File: src/rtl/sipo_shift_reg.sv
// sipo_shift_reg: serial-in/parallel-out capture stage with a valid/ack handshake.
// A frame starts on S. D is sampled on every rising C until WIDTH data bits
// have been collected. The word is then held on Q with VLD until ACK.
// Optional build macro SIPO_PARITY_EN: each frame carries one extra even-parity
// bit after the data bits. A mismatch is flagged on ERR alongside VLD.
// Without the macro, ERR is constant 0. The port list is the same in both builds.
module sipo_shift_reg #(
   parameter int WIDTH     = 8,
   parameter bit MSB_FIRST = 1'b1
) (
   input  logic             C,
   input  logic             nR,
   input  logic             D,
   input  logic             S,
   input  logic             ACK,
   output logic [WIDTH-1:0] Q,
   output logic             VLD,
   output logic             BUSY,
   output logic             ERR
);

`ifdef SIPO_PARITY_EN
   localparam int NBITS = WIDTH + 1;
`else
   localparam int NBITS = WIDTH;
`endif
   localparam int CW     = $clog2(NBITS + 1);
   // A one-bit frame completes on the same edge that sees S.
   localparam bit SINGLE = (NBITS == 1);

   typedef enum logic [1:0] {IDLE, SHIFT, HOLD} state_t;

   state_t           state_reg;
   logic [CW-1:0]    cnt_reg;
   logic [WIDTH-1:0] shift_reg;
   logic [WIDTH-1:0] shift_next;
   logic [WIDTH-1:0] final_word;
   logic             final_err;
   logic             start_frame;
   logic             last_bit;

   // Shifter input: the new D bit enters at the end selected by the bit order.
   generate
      if (WIDTH == 1) begin : g_w1
         assign shift_next = D;
      end else if (MSB_FIRST) begin : g_msb
         assign shift_next = {shift_reg[WIDTH-2:0], D};
      end else begin : g_lsb
         assign shift_next = {D, shift_reg[WIDTH-1:1]};
      end
   endgenerate

`ifdef SIPO_PARITY_EN
   // The final sampled bit is parity. It is checked but never shifted into the word.
   assign final_word = shift_reg;
   assign final_err  = (^shift_reg) ^ D;
`else
   // The final sampled bit is the last data bit. It completes the word directly.
   assign final_word = shift_next;
   assign final_err  = 1'b0;
`endif

   // A new frame may begin from IDLE, or from HOLD when the held word is acknowledged.
   assign start_frame = S && ((state_reg == IDLE) || ((state_reg == HOLD) && ACK));
   assign last_bit    = (cnt_reg == CW'(NBITS - 1));

   // Frame FSM. All outputs are registered. Q keeps its last word until the next frame completes.
   always_ff @(posedge C or negedge nR) begin
      if (!nR) begin
         state_reg <= IDLE;
         cnt_reg   <= '0;
         shift_reg <= '0;
         Q         <= '0;
         VLD       <= 1'b0;
         BUSY      <= 1'b0;
         ERR       <= 1'b0;
      end else begin
         case (state_reg)
            SHIFT: begin
               if (last_bit) begin
                  Q         <= final_word;
                  ERR       <= final_err;
                  VLD       <= 1'b1;
                  BUSY      <= 1'b0;
                  cnt_reg   <= '0;
                  state_reg <= HOLD;
               end else begin
                  shift_reg <= shift_next;
                  cnt_reg   <= cnt_reg + CW'(1);
               end
            end
            HOLD: begin
               // Without ACK the held word is protected: S and D are ignored.
               if (ACK) begin
                  VLD       <= 1'b0;
                  ERR       <= 1'b0;
                  state_reg <= IDLE;
               end
            end
            default: begin
               state_reg <= IDLE;
            end
         endcase

         // Frame start overrides the IDLE/HOLD assignments made above.
         if (start_frame) begin
            if (SINGLE) begin
               Q         <= final_word;
               ERR       <= final_err;
               VLD       <= 1'b1;
               state_reg <= HOLD;
            end else begin
               shift_reg <= shift_next;
               cnt_reg   <= CW'(1);
               BUSY      <= 1'b1;
               state_reg <= SHIFT;
            end
         end
      end
   end

endmodule

File: config.mk
export PLATFORM = sky130hd
export DESIGN_NAME = sipo_shift_reg
export DESIGN_NICKNAME = d
export VERILOG_FILES = /design/src/rtl/sipo_shift_reg.sv
export SDC_FILE = /design/constraint.sdc
export NUM_CORES = 1
export LEC_CHECK = 0
export ABC_AREA = 0
export CAP_MARGIN = 25
export CORE_MARGIN = 4
export CORE_UTILIZATION = 50
export DETAILED_ROUTE_END_ITERATION = 8
export HOLD_SLACK_MARGIN = 0.03
export PLACE_DENSITY_LB_ADDON = 0.2
export REMOVE_ABC_BUFFERS = 1
export SLEW_MARGIN = 5
export SYNTH_ARGS = -nofsm -noshare
export SYNTH_HDL_FRONTEND = slang
export SYNTH_SLANG_ARGS = --single-unit
File: constraint.sdc
create_clock -name C -period 1.8 [get_ports C]
set_input_delay 0.36 -clock C [delete_from_list [all_inputs] [get_ports C]]
set_output_delay 0.36 -clock C [all_outputs]
set_load 0.05 [all_outputs]
Word level (Yosys, flattened, before mapping):

Index checks and enable logic that the tools add are counted.

* add/sub/neg operators: 1
* eq/ne operators: 8
* multiplexer cells: 17
* reduce and logical (&&, ||, !) cells: 12

Operators by type and width (number)
* 2-to-1 mux 7 bit: 3
* 2-to-1 mux 4 bit: 3
* AND reduction 2 bit: 4
* 2-to-1 mux 2 bit: 3
* inequality test 2 bit, second input constant: 3
* inequality test 3 bit, second input constant: 2
* nonzero test 2 bit: 3
* 2-to-1 mux 1 bit: 5
* adder 4 x 1 -> 4 bit, second input constant: 1
* == test 4 x 3 -> 1 bit, second input constant: 1
* case mux 1 bit (2 select lines): 2
* case mux 2 bit (2 select lines): 1
* AND reduction 3 bit: 1
* == test 2 x 1 -> 1 bit, second input constant: 1
* == test 2 bit, second input constant: 1
* logical AND 1 bit: 2
* logical NOT 2 bit: 1
* logical OR 1 bit: 1

* register bits: 24
* input port bits: 5
* output and inout bits: 11
* logic and storage cells: 45

Logic depth before layout (Yosys ltp):

* depth after elaboration: 6
* mapped depth: 5
* mapped depth without buffers: 4

Worst setup path after synthesis:

Ideal clock, no wire load.

* kind: reg2reg
* from: reg cnt_reg[0]
* to: reg shift_reg[0]
* library setup time: 0.125 ns
* arrival: 1.296 ns
* data required time: 1.675 ns
* path slack: 0.379 ns
* cell stages (with the launch flop): 6
* buffers on the path: 1
* period minus slack after synthesis: 1.421 ns
* path through: dfrtp_1 -> ha_1 -> nand3b_1 -> a22o_1 -> buf_6 -> mux2_4

* cells in the longest elaborated chain, start to end: 3

RTL lines
* start: declaration: line 34 `logic [CW-1:0] cnt_reg;`
* start signal: assignment: line 89 `cnt_reg <= cnt_reg + CW'(1);`
* == test 4 x 3 -> 1 bit: line 65 `assign last_bit = (cnt_reg == CW'(NBITS - 1));`
* inequality test 2 bit (no line)
* AND reduction 2 bit (no line)
* end signal: assignment: line 88 `shift_reg <= shift_next;`
* end signal: assignment: line 113 `shift_reg <= shift_next;`
* end: declaration: line 35 `logic [WIDTH-1:0] shift_reg;`

No other way between the ends.
A chain may end at the register's enable or synchronous reset.

Worst setup path in the final report:

* from: reg cnt_reg[0]
* to: reg shift_reg[2]

The elaborated chain is that of the path after synthesis.

==> flow_summary.yaml <==
status:
  status: "finished clean"
cells_and_area:
  largest_reg_flops: 8
  area_growth_pct: 18.85
  final_util_pct: 65.43
  design_area_um2: 1191
  drive_gt1_share_pct: 37.63
  antenna_cells: 0
  final_cells: 118
  fill_cells: 151
  final_nets: 100
sta:
  skew_ns: 0.002867
  layout_setup_ws_ns: 0.1417
  layout_min_cycle_time_ns: 1.658
  finalHoldViolations: 0
  setup_violations: 0
  fmax_ghz: 0.6030
  rsz0062_at_grt: "false"
  fin_crit_sh_pct: 92.13
  drv_slew: 0
yosys:
  yosys_warnings: 0
  yosysSeqAreaShare_pct: 57.43
  synth_area_per_cell_um2: 13.54
  synthCells: 74
  synth-edff-count: 0
  yosys.cell_count.top_type: "dfrtp_1"
  synth_top_area_share_pct: 57.43
  synth_ff_type: "dfrtp_1"
  synth_area_um2: 1002
  synth_area_leaders: "dfrtp_1 57%, mux2_4 10%, mux2_2 9.0%"
  ys_types: 24
  synthArstFlopShare_pct: 100.0
  yosys.area.top_type: "dfrtp_1"
  synth_seq_cells: 23
  synthTopCellsByCount: "23 x dfrtp_1, 8 x mux2_2, 7 x mux2_4"
global_route:
  grt_pass1_wl_mm: 3.187
  grt_antenna_before_repair: 0
  grt_max_degree: 24
  first_global_vias: 709
  track_usage_pct: 16.13
  overflow: 0
worst_setup_path:
  crit_fanout: 8
  crit_type: "reg2reg"
  critPathArrivalTime_ns: 1.86
  reg2reg_to: "shift_reg[2]$_DFFE_PN0P_"
  critPathRequiredTime_ns: 2.00
  reg2reg_from: "cnt_reg[0]$_DFFE_PN0P_"
  r2r_slack_ns: 0.14
  cp-end-kind: "flip-flop"
  r2r_cells: 5
  start_kind: "flip-flop"
  crit_start: "cnt_reg[0]$_DFFE_PN0P_"
  crit_end: "shift_reg[2]$_DFFE_PN0P_"
clocking:
  cts-root-buf: "clkbuf_4"
  path_clk_slew_ns: 0.12
  cts_max_level: 1
  insertion_delay_ns: 0.30
  clockBufferDepth: 2
  cts_buffers: 3
  cts_tree: "done"
  cts_sinks: 23
floorplanning:
  die_w_um: 52.77
  core_area_um2: 1821
  dieArea_um2: 2785
  ios: 16
  initial_core_util_pct: 55.05
  die_h_um: 52.77
  placementRows: 15
pwr:
  power_density_nw_per_um2: 2046
  vdd_ir_drop_max_mv: 1.170
  leakage_nw: 0.5794
place:
  port_buffers: 14
  place_ws_ns: -0.05892
  gp_congestion: 0.7996
  dp_hpwl_mm: 1.328
  dp.cells: 114
  place_area_um2: 1161
routing:
  drt_first_pass_iters: 2
  routed_wl_mm: 1.739
  drcViolationCount: 0
  num_vias: 608
  ant_nets: 0
  wl_per_cell_um: 14.74
  drt_iter0_drc: 2
  vias_per_cell: 5.153
hold_path:
  worstHoldPathType: "in2async"
run:
  max-cap-violations: 0
critical path: stages, from the launching register on:
cell and delay [ns]:
dfrtp_1 0.44, ha_1 0.25, nand3b_1 0.15, a22o_1 0.27
buf_12 0.15, mux2_4 0.29
final cells by class:
class	count	area [um2]	area share [%]
clock buffer	3	22.52	1.891
clock inverter	1	5.005	0.4202
inverter	1	3.754	0.3151
multi-input combinational	46	387.9	32.56
sequential	23	575.6	48.32
tap	25	31.28	2.626
timing repair buffer	19	165.2	13.87
per-stage QoR:
stage | total power, W | hold slack [ns] | setup TNS, ns
detailed placement | 0.002233 | 0.4666 | -0.3728
finish | 0.002437 | 0.3879 | 0
global route | 0.002601 | 0.3851 | 0
CTS | 0.002462 | 0.3863 | 0
global placement | 0.002175 | 0.4597 | -0.1059
floorplan | 0.001810 | 0.06441 | 0
where the power goes:
part	switching, W	internal (W)	total [W]	leakage [nW]
clock network	0.000148	0.0000828	0.000231	0.0177
logic	0.000687	0.000587	0.00127	0.286
registers	0.000174	0.000758	0.000932	0.275
how the worst min path moves through the flow:
stage                     startpoint                        to  cells after the start
floorplan                         nR          BUSY$_DFFE_PN0P_                      0
global placement    BUSY$_DFFE_PN0P_          BUSY$_DFFE_PN0P_                      1
detailed placement  BUSY$_DFFE_PN0P_          BUSY$_DFFE_PN0P_                      1
CTS                               nR  shift_reg[1]$_DFFE_PN0P_                      2
global route                      nR          Q[4]$_DFFE_PN0P_                      2
finish                            nR          Q[2]$_DFFE_PN0P_                      2
placed cells by master (no fill, tap or decap), types with 2 or more instances in the layout:
master | netlist | layout
nand2_1 | 4 | 4
and3_1 | 2 | 2
mux2_4 | 7 | 7
dfrtp_1 | 23 | 23
clkdlybuf4s50_1 | 0 | 4
nand3_1 | 2 | 2
nor2b_1 | 3 | 2
mux2_2 | 8 | 8
nand2b_1 | 3 | 3
clkbuf_4 | 0 | 3
o21ai_0 | 2 | 2
a21oi_1 | 3 | 3
nand3b_1 | 2 | 2
buf_4 | 2 | 14
cell families (layout without fill, tap and decap cells):
kind of cell,count (synthesis),count (layout),synth area share [%]
flops,23,23,57.43
simple gates,18,18,9.987
mux,15,15,19.48
compound gates,10,10,6.493
buf+inv,5,24,4.119
fa+ha+maj,1,1,1.248
other cells,1,1,0.3742
xor+xnor,1,1,0.8741
repair_timing:
action / CTS / global route
hold buffers: 0 / 0
setup buffers: 0 / 0
resized for setup: 0 / 1
setup endpoints to repair: 0 / 6
per-layer routing:
| metal | up-vias | track usage, % | wire, um |
|---|---|---|---|
| met1 | 309 | 18.18 | 741 |
| met3 | 2 | 3.419 | 41 |
| met4 | 0 | 7.660 | 19 |
| met2 | 6 | 28.51 | 936 |
| met5 | - | 0 | 0 |
| li1 | 291 | - | - |
Note: power is estimated with default switching activity, not from simulation.
